--- config.mk ---
export PLATFORM = sky130hd
export DESIGN_NAME = serial_addsub_8b
export DESIGN_NICKNAME = d
export VERILOG_FILES = /design/src/rtl/serial_addsub_8b.sv
export SDC_FILE = /design/constraint.sdc
export NUM_CORES = 1
export LEC_CHECK = 0
export ABC_CLOCK_PERIOD_IN_PS = 4600
export CAP_MARGIN = 20
export CORE_MARGIN = 2
export CORE_UTILIZATION = 30
export DETAILED_ROUTE_END_ITERATION = 7
export GPL_ROUTABILITY_DRIVEN = 0
export PLACE_DENSITY = 0.5
export RECOVER_POWER = 25
export SYNTH_ARGS = -nofsm -noshare
export SYNTH_HDL_FRONTEND = slang
export SYNTH_SLANG_ARGS = --single-unit
export TNS_END_PERCENT = 5
--- constraint.sdc ---
create_clock -name clk -period 4.6 [get_ports clk]
set_input_delay 1.38 -clock clk [delete_from_list [all_inputs] [get_ports clk]]
set_output_delay 1.38 -clock clk [all_outputs]
set_load 0.005 [all_outputs]
--- src/rtl/serial_addsub_8b.sv ---
// serial_addsub_8b: bit-serial two's-complement add/sub, LSB first, start/done handshake; optional saturation via SERIAL_ADDSUB_SAT_EN
module serial_addsub_8b #(
  parameter int WIDTH = 8,
  localparam int CNT_W = $clog2(WIDTH) + 1
) (
  input  logic             clk,
  input  logic             rst_n,
  input  logic             start,
  input  logic             sub,
  input  logic [WIDTH-1:0] a,
  input  logic [WIDTH-1:0] b,
  output logic             busy,
  output logic             done,
  output logic [WIDTH-1:0] result,
  output logic             cout,
  output logic             ovf,
  output logic             zero
);
  typedef enum logic [1:0] {IDLE, RUN, DONE} state_t;
  state_t state, state_n;
  logic [WIDTH-1:0] sa, sb, sum, sum_n, res_n;
  logic [CNT_W-1:0] count;
  logic carry, s, maj, last, ovf_n;
  assign busy = state == RUN;
  assign done = state == DONE;
  // single full-adder slice on the operand LSBs; on the last bit sa[0]/sb[0] are the operand MSBs
  always_comb begin
    s = sa[0] ^ sb[0] ^ carry;
    maj = (sa[0] & sb[0]) | (sa[0] & carry) | (sb[0] & carry);
    last = count == CNT_W'(WIDTH - 1);
    sum_n = {s, sum[WIDTH-1:1]};
    ovf_n = carry ^ maj;
`ifdef SERIAL_ADDSUB_SAT_EN
    res_n = ovf_n ? {sa[0], {(WIDTH-1){~sa[0]}}} : sum_n;
`else
    res_n = sum_n;
`endif
  end
  // state register
  always_ff @(posedge clk or negedge rst_n)
    if (!rst_n) state <= IDLE;
    else state <= state_n;
  // next state: IDLE -> RUN on start, RUN -> DONE after the last bit, DONE -> IDLE always
  always_comb begin
    state_n = state;
    state_n = (state == IDLE && start) ? RUN :
              (state == RUN && last)   ? DONE :
              (state == DONE)          ? IDLE : state;
  end
  // operand latch, bit-serial shifting and single-update capture of result/flags
  always_ff @(posedge clk or negedge rst_n)
    if (!rst_n) begin
      sa <= '0;
      sb <= '0;
      sum <= '0;
      carry <= 1'b0;
      count <= '0;
      result <= '0;
      cout <= 1'b0;
      ovf <= 1'b0;
      zero <= 1'b0;
    end else if (state == IDLE && start) begin
      sa <= a;
      sb <= sub ? ~b : b;
      carry <= sub;
      count <= '0;
    end else if (state == RUN) begin
      sa <= sa >> 1;
      sb <= sb >> 1;
      sum <= sum_n;
      carry <= maj;
      count <= count + CNT_W'(1);
      if (last) begin
        result <= res_n;
        cout <= maj;
        ovf <= ovf_n;
        zero <= res_n == '0;
      end
    end
endmodule

==> impl_metrics.ini <==
[critical_path]
worst-path-buf-inv = 2
critPathMaxStageDelay_ns = 0.70
slowest_stage = inv_1
worstSetupStartpointType = flop
cp-endpoint = busy
end_kind = output pin
crit_cells = 3
path_class = flop to output pin
worstRegToRegCells = 4
crit_chain = nand2b_2 -> inv_1 -> clkdlybuf4s50_1
crit_arrival_ns = 2.46
reg2reg_slack_ns = 1.71
reg2reg_from = state[1]
path_max_fanout = 27
critPathTopFamily = buffers and inverters
crit_start = state[1]
r2r-end = result[3]
worstPathRequired_ns = 3.22

[pwr]
power_per_cell_area_nw_per_um2 = 645
power_uw = 1460
p_int_uw = 928
p_leak_uw = 0.00105
power.share.clock_pct = 15.0
worst_ir_drop_vdd_mv = 0.293
swShare_pct = 36.6
pwr-share-comb_pct = 41.5
power_switching_uw = 535
pwr-share-seq_pct = 43.5

[detailed_routing]
remaining_drc_errors = 0
drtAntennaViolNets = 0
first_iter_violations = 76
post_drt_wl_per_cell_microns = 13.0
vias = 1275
first_pass_iters = 4
viasPerCell = 4.57
finalWirelength_mm = 3.63

[yosys]
synth_mux_area_share_pct = 8.63
ys_ff_latch = 41
synth_xor_area_share_pct = 4.28
synth_top_family_by_area = simple AND/OR/NAND/NOR gates
yosys.area.top_type = dfrtp_1
synth_cell_types = 30
synth_nets = 198
synthTopCellsByArea = dfrtp_1, nand2_1, mux2_4, xor2_1, a22oi_1
ys_warn_count = 0
synth_top_area_share_pct = 55.7
syn_area_sq_um = 1840
synth-compound-area-share_pct = 8.36
synthSimpleGateAreaFrac_pct = 17.6
avgSynthCellArea_sq_um = 10.5
synth_seq_area_share_pct = 55.7
synthAdderAreaFrac_pct = 1.77
syn-instance-count = 176

[floorplanning]
placementRows = 28
coreArea_sq_um = 5920
die_area_sq_um = 6780
io_pins = 33
dieHeight_microns = 82.3
die_x_microns = 82.3
start_util_pct = 31.1

[cells_and_area]
n_antenna_cell = 0
fillers = 604
drive_above_1_share_pct = 9.80
synthToLayoutAreaGrowth_pct = 23.2
layout.cells.non_filler = 279
fin_area_sq_um = 2270
register_area_sq_um = 1030
multi_input_area_sq_um = 748
nNetsFinal = 227

[worst_hold_path]
hp-class = flop to flop

[global_route]
grt_usage_pct = 11.5
grt_use_met2_pct = 17.8
antenna_found_initial = 0
grt_pass1_vias = 1268
grt_max_degree = 42
grtUsageMet1_pct = 14.9
busiest_layer = met2
grtUsageMet3_pct = 4.78
overflow = 0
grt_pass1_wl_mm = 5.85

[outcome]
status = finished with violations
violations = max-capacitance violations, max-slew violations

[clock_network]
insertion_delay_ns = 0.29
cts.sinks = 41
cts_tree = done
cts_root_buf = clkbuf_8
clk_pin_slew_worst_paths_ns = 0.08
cts_setup_buffers = 0
clockBufferDepth = 2
htree_levels = 2
post_cts_resized = 0
cts.hold.buffers_added = 0
cts_buffers = 5

[sta]
fin_tns_setup_ns = 0
rsz0062_at_grt = no
setup_viol = 0
fin_skew_ns = 0.0101
max_freq_ghz = 0.260
finalHoldViolCount = 0
worst_slew_pin_slew_ns = 2.23
timing.final.crit_share_pct = 83.6
period_minus_slack_ns = 3.84
maxSlewHeadroom_pct = -48.5
finalMaxSlewViolations = 42

[placement]
placed_cells_incl_taps = 273
port-buffer-count = 32
hpwlAfterDp_mm = 2.33
placed_cell_area_sq_um = 2190

[run]
cap_violations = 1
==> placed cells by master (no fill, tap or decap), types with 2 or more instances in the layout <==
cell	n
mux2_4	7
dfrtp_1	41
clkdlybuf4s50_1	31
nor2_1	7
xor2_1	8
inv_1	3
nor4_1	2
mux2i_1	2
a31oi_1	7
clkbuf_8	5
mux2_2	3
nand3_1	3
o21ai_0	4
a22oi_1	8
nand2_1	58
==> worst register-to-register path, stage by stage, from the launching register on <==
cell      delay [ns]
dfrtp_1         0.43
nand2b_2        0.39
inv_1           0.71
and4b_1         0.85
mux2_2          0.41
==> logic make-up after synthesis <==
kind of cell | count (synthesis)
AND/OR/NAND/NOR | 76
adder cells (fa/ha/maj) | 2
buffers and inverters | 13
multiplexers | 12
flip-flops | 41
XOR/XNOR | 9
AO/OA/AOI/OAI | 23
==> routing by layer <==
layer / vias up / share of wire [%]
met4: 0 / 0.52
met1: 599 / 50
met5: - / 0
li1: 640 / -
met2: 34 / 44
met3: 2 / 5.1
==> synthesized netlist by cell type <==
library cell / n
o21ba_2: 1
o21ai_0: 4
inv_2: 1
mux2_4: 7
nand2_1: 58
and4b_1: 1
nor2b_1: 1
nand2b_2: 1
xnor2_1: 1
nor4_1: 2
buf_6: 2
nor2_1: 7
buf_2: 2
inv_1: 2
ha_1: 1
a21o_1: 1
nor3b_2: 1
mux2i_1: 2
o21bai_1: 1
xor2_1: 8
a31oi_1: 7
a22oi_1: 8
clkbuf_1: 6
fa_1: 1
nand4_1: 1
or3b_2: 1
dfrtp_1: 41
mux2_2: 3
a21oi_1: 1
nand3_1: 3
==> power groups by stage <==
stage	Combinational (uW)	Sequential [uW]	Clock (uW)
floorplan	424	617	0
global placement	603	642	0
detailed placement	615	647	0
CTS	618	641	226
global route	686	661	245
finish	607	637	219
==> how the worst min path moves through the flow <==
stage / cells after the start / slack [ns] / start / end
2_1_floorplan: 1 / 0.44 / count[3] / count[3]
3_3_place_gp: 2 / 0.46 / sa[1] / sa[1]
3_5_place_dp: 2 / 0.46 / sa[5] / sa[5]
4_1_cts: 1 / 0.48 / count[3] / count[3]
5_1_grt: 2 / 0.50 / sa[3] / sa[3]
6_report: 1 / 0.48 / count[3] / count[3]
==> flip-flops by register name, indices dropped and copies added, names as in the netlist <==
register / count
cout: 1
sa: 8
result: 8
sb: 8
ovf: 1
count: 4
carry: 1
zero: 1
sum: 7
state: 2
==> stage by stage <==
step | hold WS (ns) | utilization, % | setup WS (ns)
global route | 0.504 | 38.3 | 0.604
detailed placement | 0.465 | 37.1 | 1.37
CTS | 0.483 | 38.3 | 1.03
global placement | 0.458 | 37.1 | 1.39
finish | 0.476 | 38.3 | 0.756
floorplan | 0.438 | - | 2.25
==> area by class of cell <==
class	count	share of cell area (%)
timing repair buffer	32	13.9
sequential	41	45.3
multi-input combinational	122	33.0
tap	75	4.14
clock buffer	5	3.04
clock inverter	1	0.221
inverter	3	0.497
Power figures use the tool's default switching activity.
